### src/rtl/bus_arbiter.sv
// bus_arbiter: round-robin owner selection for a shared tri-state data bus.
// Each gnt bit is the data_en of one requester's bus Driver. At most one
// Driver is enabled per cycle, and a dead turnaround gap of TURN_CYCLES
// all-disabled cycles separates successive owners.
//
// Optional feature macro: BUS_ARB_LOCK_EN
//   When defined, a 'lock' input lets the current owner hold the bus past
//   MAX_HOLD; the owner then leaves only by dropping its request.
//
// Handshake: req is level-sensitive and sampled on every rising edge with no
// memory. A requester may drive the bus only while its gnt bit is high.
// gnt, owner and busy are all registered.
module bus_arbiter #(
    parameter int NREQ        = 4,
    parameter int MAX_HOLD    = 8,
    parameter int TURN_CYCLES = 1
) (
    input  logic                    clk,
    input  logic                    rst,
    input  logic [NREQ-1:0]         req,
`ifdef BUS_ARB_LOCK_EN
    input  logic                    lock,
`endif
    output logic [NREQ-1:0]         gnt,
    output logic [$clog2(NREQ)-1:0] owner,
    output logic                    busy
);

    localparam int OW = $clog2(NREQ);
    localparam int HW = $clog2(MAX_HOLD + 1);
    localparam int TW = $clog2(TURN_CYCLES + 1);

    typedef enum logic [1:0] {
        IDLE  = 2'd0,
        GRANT = 2'd1,
        TURN  = 2'd2
    } state_t;

    state_t          state, state_n;
    logic [OW-1:0]   ptr, ptr_n;
    logic [HW-1:0]   hold_cnt, hold_n;
    logic [TW-1:0]   turn_cnt, turn_n;
    logic [NREQ-1:0] gnt_n;
    logic [OW-1:0]   owner_n;
    logic            busy_n;

    logic [OW-1:0]   win_idx;
    logic            win_found;
    logic [OW:0]     cand;
    logic [NREQ-1:0] owner_oh;
    logic [NREQ-1:0] win_oh;
    logic            others_wait;
    logic            hold_limit;
    logic            preempt_ok;
    logic            release_bus;

    // Round-robin scan: first requesting index starting at ptr, wrapping.
    always_comb begin
        win_idx   = '0;
        win_found = 1'b0;
        cand      = '0;
        for (int k = 0; k < NREQ; k++) begin
            cand = {1'b0, ptr} + (OW + 1)'(k);
            if (cand >= (OW + 1)'(NREQ)) begin
                cand = cand - (OW + 1)'(NREQ);
            end
            if (!win_found && req[cand[OW-1:0]]) begin
                win_found = 1'b1;
                win_idx   = cand[OW-1:0];
            end
        end
    end

    assign owner_oh    = {{(NREQ-1){1'b0}}, 1'b1} << owner;
    assign win_oh      = {{(NREQ-1){1'b0}}, 1'b1} << win_idx;
    assign others_wait = |(req & ~owner_oh);
    // hold_cnt saturates at MAX_HOLD, so ">=" keeps preemption reachable
    // when a competitor shows up after the owner has already saturated.
    assign hold_limit  = (hold_cnt >= HW'(MAX_HOLD - 1));

`ifdef BUS_ARB_LOCK_EN
    assign preempt_ok = ~lock;
`else
    assign preempt_ok = 1'b1;
`endif

    assign release_bus = ~req[owner] | (others_wait & hold_limit & preempt_ok);

    // Next-state and next-output logic for the IDLE/GRANT/TURN controller.
    always_comb begin
        state_n = state;
        ptr_n   = ptr;
        hold_n  = hold_cnt;
        turn_n  = turn_cnt;
        gnt_n   = gnt;
        owner_n = owner;
        busy_n  = busy;

        case (state)
            IDLE: begin
                gnt_n = '0;
                if (win_found) begin
                    state_n = GRANT;
                    gnt_n   = win_oh;
                    owner_n = win_idx;
                    hold_n  = '0;
                end
            end

            GRANT: begin
                if (release_bus) begin
                    // Leave through TURN; the current owner ranks last next.
                    state_n = TURN;
                    gnt_n   = '0;
                    turn_n  = TW'(TURN_CYCLES - 1);
                    if (owner == OW'(NREQ - 1)) begin
                        ptr_n = '0;
                    end else begin
                        ptr_n = owner + 1'b1;
                    end
                end else begin
                    gnt_n = owner_oh;
                    if (hold_cnt < HW'(MAX_HOLD)) begin
                        hold_n = hold_cnt + 1'b1;
                    end
                end
            end

            TURN: begin
                gnt_n = '0;
                if (turn_cnt == '0) begin
                    if (win_found) begin
                        state_n = GRANT;
                        gnt_n   = win_oh;
                        owner_n = win_idx;
                        hold_n  = '0;
                    end else begin
                        state_n = IDLE;
                    end
                end else begin
                    turn_n = turn_cnt - 1'b1;
                end
            end

            default: begin
                state_n = IDLE;
                gnt_n   = '0;
            end
        endcase

        busy_n = (state_n != IDLE);
    end

    // State and registered outputs; reset drops gnt immediately.
    always_ff @(posedge clk or posedge rst) begin
        if (rst) begin
            state    <= IDLE;
            ptr      <= '0;
            hold_cnt <= '0;
            turn_cnt <= '0;
            gnt      <= '0;
            owner    <= '0;
            busy     <= 1'b0;
        end else begin
            state    <= state_n;
            ptr      <= ptr_n;
            hold_cnt <= hold_n;
            turn_cnt <= turn_n;
            gnt      <= gnt_n;
            owner    <= owner_n;
            busy     <= busy_n;
        end
    end

endmodule

### config.mk
export PLATFORM = sky130hd
export DESIGN_NAME = bus_arbiter
export DESIGN_NICKNAME = d
export VERILOG_FILES = /design/src/rtl/bus_arbiter.sv
export SDC_FILE = /design/constraint.sdc
export NUM_CORES = 1
export LEC_CHECK = 0
export BUFFER_PORTS_ARGS = -buffer_cell sky130_fd_sc_hd__buf_2
export CAP_MARGIN = 20
export CORE_MARGIN = 2
export CORE_UTILIZATION = 30
export CTS_BUF_LIST = sky130_fd_sc_hd__clkbuf_8 sky130_fd_sc_hd__clkbuf_16
export CTS_CLUSTER_DIAMETER = 100
export DETAILED_ROUTE_END_ITERATION = 12
export GPL_TIMING_DRIVEN = 0
export PLACE_DENSITY = 0.52
export SKIP_LAST_GASP = 1
export SLEW_MARGIN = 25
export SYNTH_ARGS = -nofsm -noshare
export SYNTH_HDL_FRONTEND = slang
export SYNTH_SLANG_ARGS = --single-unit
export TNS_END_PERCENT = 1
### constraint.sdc
create_clock -name clk -period 2.3 [get_ports clk]
set_clock_uncertainty 0.1 [all_clocks]
set_input_delay 0.23 -clock clk [delete_from_list [all_inputs] [get_ports clk]]
set_output_delay 0.23 -clock clk [all_outputs]
set_load 0.05 [all_outputs]
==> results.ini <==
[setup_path]
worst-path-max-fanout = 7
cpPeakStageDelay_ns = 0.48
crit_path_top_delay_cell = dfrtp_1
cp.required_ns = 2.33
path_buf_inv = 1
path_class = flop to flop
crit_arrival_ns = 2.01
cp-start-kind = flop
worstSetupEndpointType = flop
path_cells = inv_1 > ha_1 > nand2b_1 > a41o_1 > a21oi_4 > mux2_1
crit_family = compound AO/OA/AOI/OAI gates

[cts]
cts_tree = built
cts.sinks = 15
h-tree-depth = 1
clock-root-buffer = clkbuf_8
cts_buffers = 3
insertion_delay_ns = 0.25
cts_max_path_buffers = 2
cts_resized = 0
clkTransAtPathRegs_ns = 0.06

[yosys]
synth_edf_count = 0
synth.area.mux_share_pct = 10.29
synth_commonest_cells = dfrtp_1, inv_1, nand2_1
avgSynthCellArea_um2 = 10.47
ys_warn_count = 0
syn_area_um2 = 827.0
synth-xor-area-share_pct = 0
synth_simple_gate_area_share_pct = 13.01
synth_top_cells_by_area = dfrtp_1, ha_1, mux2i_1, inv_1, nand2_1
yosysTopAreaCell = dfrtp_1
synth_cells = 79
synth_nets = 90
ys_types = 29
ys_ff_latch = 15
async_flop_share_pct = 100.0
synth_compound_area_share_pct = 18.61
synth_top_family_by_area = compound AO/OA/AOI/OAI gates
synth_top_area_share_pct = 45.39
yosysSeqAreaShare_pct = 45.39
ys.flop_type = dfrtp_1
synth_fa_ha_area_share_pct = 7.564
yosysMostFrequentCell = dfrtp_1

[sta]
setup_slack_ns = 0.3245
slew_violations = 0
rsz0062_at_grt = no
clock.fmax_ghz = 0.5062
period_minus_slack_ns = 1.975
setup_tns_ns = 0
fin_crit_sh_pct = 85.89
worstMarginPinSlew_ns = 0.5523
slew_headroom_pct = 62.89
hold_violations = 0
finalSetupViolations = 0

[floorplan]
placementRows = 19
core-area_mm2 = 0.002686
start_util_pct = 30.79
die_w_um = 56.51
dieArea_mm2 = 0.003193
fp.dieH_um = 56.51
pin_count = 13

[power_and_ir_drop]
powerDensity_mw_per_mm2 = 1416
p_switching_uw = 643.4
pwr-share-seq_pct = 31.6
sw_frac_of_total_pct = 46.25
ir_drop_mv = 0.6070
combinationalPowerShare_pct = 53.1
p_clk_share_pct = 15.3
power.leakage_nw = 0.4883
intPower_uw = 747.7

[grt]
overflow = 0
grt_pass1_vias = 612
grt_use_total_pct = 11.70
antenna_found_initial = 0
grt_pass1_wl_mm = 2.815
grt_max_degree = 16

[place]
io_buffer_count = 12
place_ws_ns = 0.3192
dp_hpwl_mm = 1.251
place_inst = 122
gp_congestion = 0.8467
place_area_um2 = 925.9

[hold_path]
worstHoldPathType = input pin to flop

[finish]
area_growth_pct = 18.76
drive_above_1_share_pct = 21.88
stdcell_area_um2 = 982.2
fill_cells = 278
fin_util_pct = 36.56
n_antenna_cell = 0
stdcell_count = 127
finalNetCount = 108

[routing]
drt_wl_total_mm = 1.583
drc = 0
drt-wirelength-per-cell_um = 12.46
routed_via_density = 5.008
drtAntennaViolNets = 0
drt-initial-drc-count = 15
first_pass_iters = 5
via_count = 636

[status]
run_status = completed

[run]
cap_violations = 0

-- power groups by stage --
stage / Sequential (mW) / Combinational (mW) / Clock (mW)
6_report: 0.440 / 0.738 / 0.213
4_1_cts: 0.442 / 0.749 / 0.221
5_1_grt: 0.462 / 0.808 / 0.233
2_1_floorplan: 0.623 / 0.400 / 0
3_3_place_gp: 0.442 / 0.736 / 0
3_5_place_dp: 0.447 / 0.746 / 0
-- registers in the layout, indices dropped and copies added (netlist names) --
name / count
gnt: 4
hold_cnt: 4
owner: 2
ptr: 2
state: 2
busy: 1
-- final cells by class --
class                           count  area [um^2]  share of cell area, %
Sequential cell                    15        375.4                  38.22
Multi-Input combinational cell     53        409.1                  41.66
Clock inverter                      1        5.005                 0.5096
Clock buffer                        3        41.29                  4.204
Buffer                              2        8.758                 0.8917
Timing Repair Buffer               13        70.07                  7.134
Tap cell                           31        38.79                  3.949
Inverter                            9        33.78                  3.439
-- cell usage in the layout, fill, tap and decap left out --
cell	n
mux4_2	1
a21oi_1	3
inv_1	9
dfrtp_1	15
nor3_1	1
mux2_1	2
clkinv_2	1
nand4_1	1
o41ai_1	1
o21a_1	1
mux2i_1	4
nor2_1	3
nand3_1	3
a21boi_0	1
nand2b_1	4
o22ai_1	4
a2bb2o_4	1
nand2_1	8
nor3b_1	1
dlygate4sd3_1	1
a41o_1	1
ha_1	5
a21o_2	1
o22a_1	1
o21ai_0	2
or2b_1	1
o21bai_1	1
clkbuf_1	1
o2bb2ai_1	1
buf_2	13
clkbuf_8	3
a21oi_4	1
-- tightest hold or removal path, stage by stage --
cell and delay, ns:
buf_2 0.13, o22ai_1 0.14, o22ai_1 0.13
-- cells by family after synthesis --
kind of cell    Yosys count
simple gates             22
compound gates           19
flops                    15
buf+inv                  11
mux                       7
fa+ha+maj                 5
-- final timing paths --
path / from / endpoint / slack (ns) / depth (start not counted)
min reg2reg: hold_cnt[0]$_DFFE_PP0P_ / hold_cnt[0]$_DFFE_PP0P_ / 0.41 / 1
min: req[3] / gnt[2]$_DFF_PP0_ / 0.33 / 3
max: owner[0]$_DFFE_PP0P_ / ptr[1]$_DFFE_PP0P_ / 0.32 / 6
max reg2reg: owner[0]$_DFFE_PP0P_ / ptr[1]$_DFFE_PP0P_ / 0.32 / 6
min in group asynchronous: rst / hold_cnt[3]$_DFFE_PP0P_ / 0.47 / 3
max in group asynchronous: rst / owner[0]$_DFFE_PP0P_ / 1.27 / 3
-- per-layer routing --
| metal | GRT usage, % | share of wire [%] | vias to the layer above |
|---|---|---|---|
| met3 | 3.687 | 4.8 | 5 |
| met1 | 14.62 | 45 | 310 |
| li1 | - | - | 311 |
| met2 | 17.44 | 48 | 10 |
| met5 | 0 | 0 | - |
| met4 | 7.143 | 2.9 | 0 |
-- metrics by stage --
step	hold slack, ns	power (mW)
after global placement	0.2159	1.178
after CTS	0.3302	1.412
after global routing	0.3497	1.503
final	0.3263	1.391
after detailed placement	0.2133	1.193
after floorplan	0.03148	1.023
-- timing repair --
item,4_1_cts,5_1_grt
setup buffers,0,0
hold buffers,1,0
endpoints found under the hold margin,15,0
(Power assumes the default switching activity.)
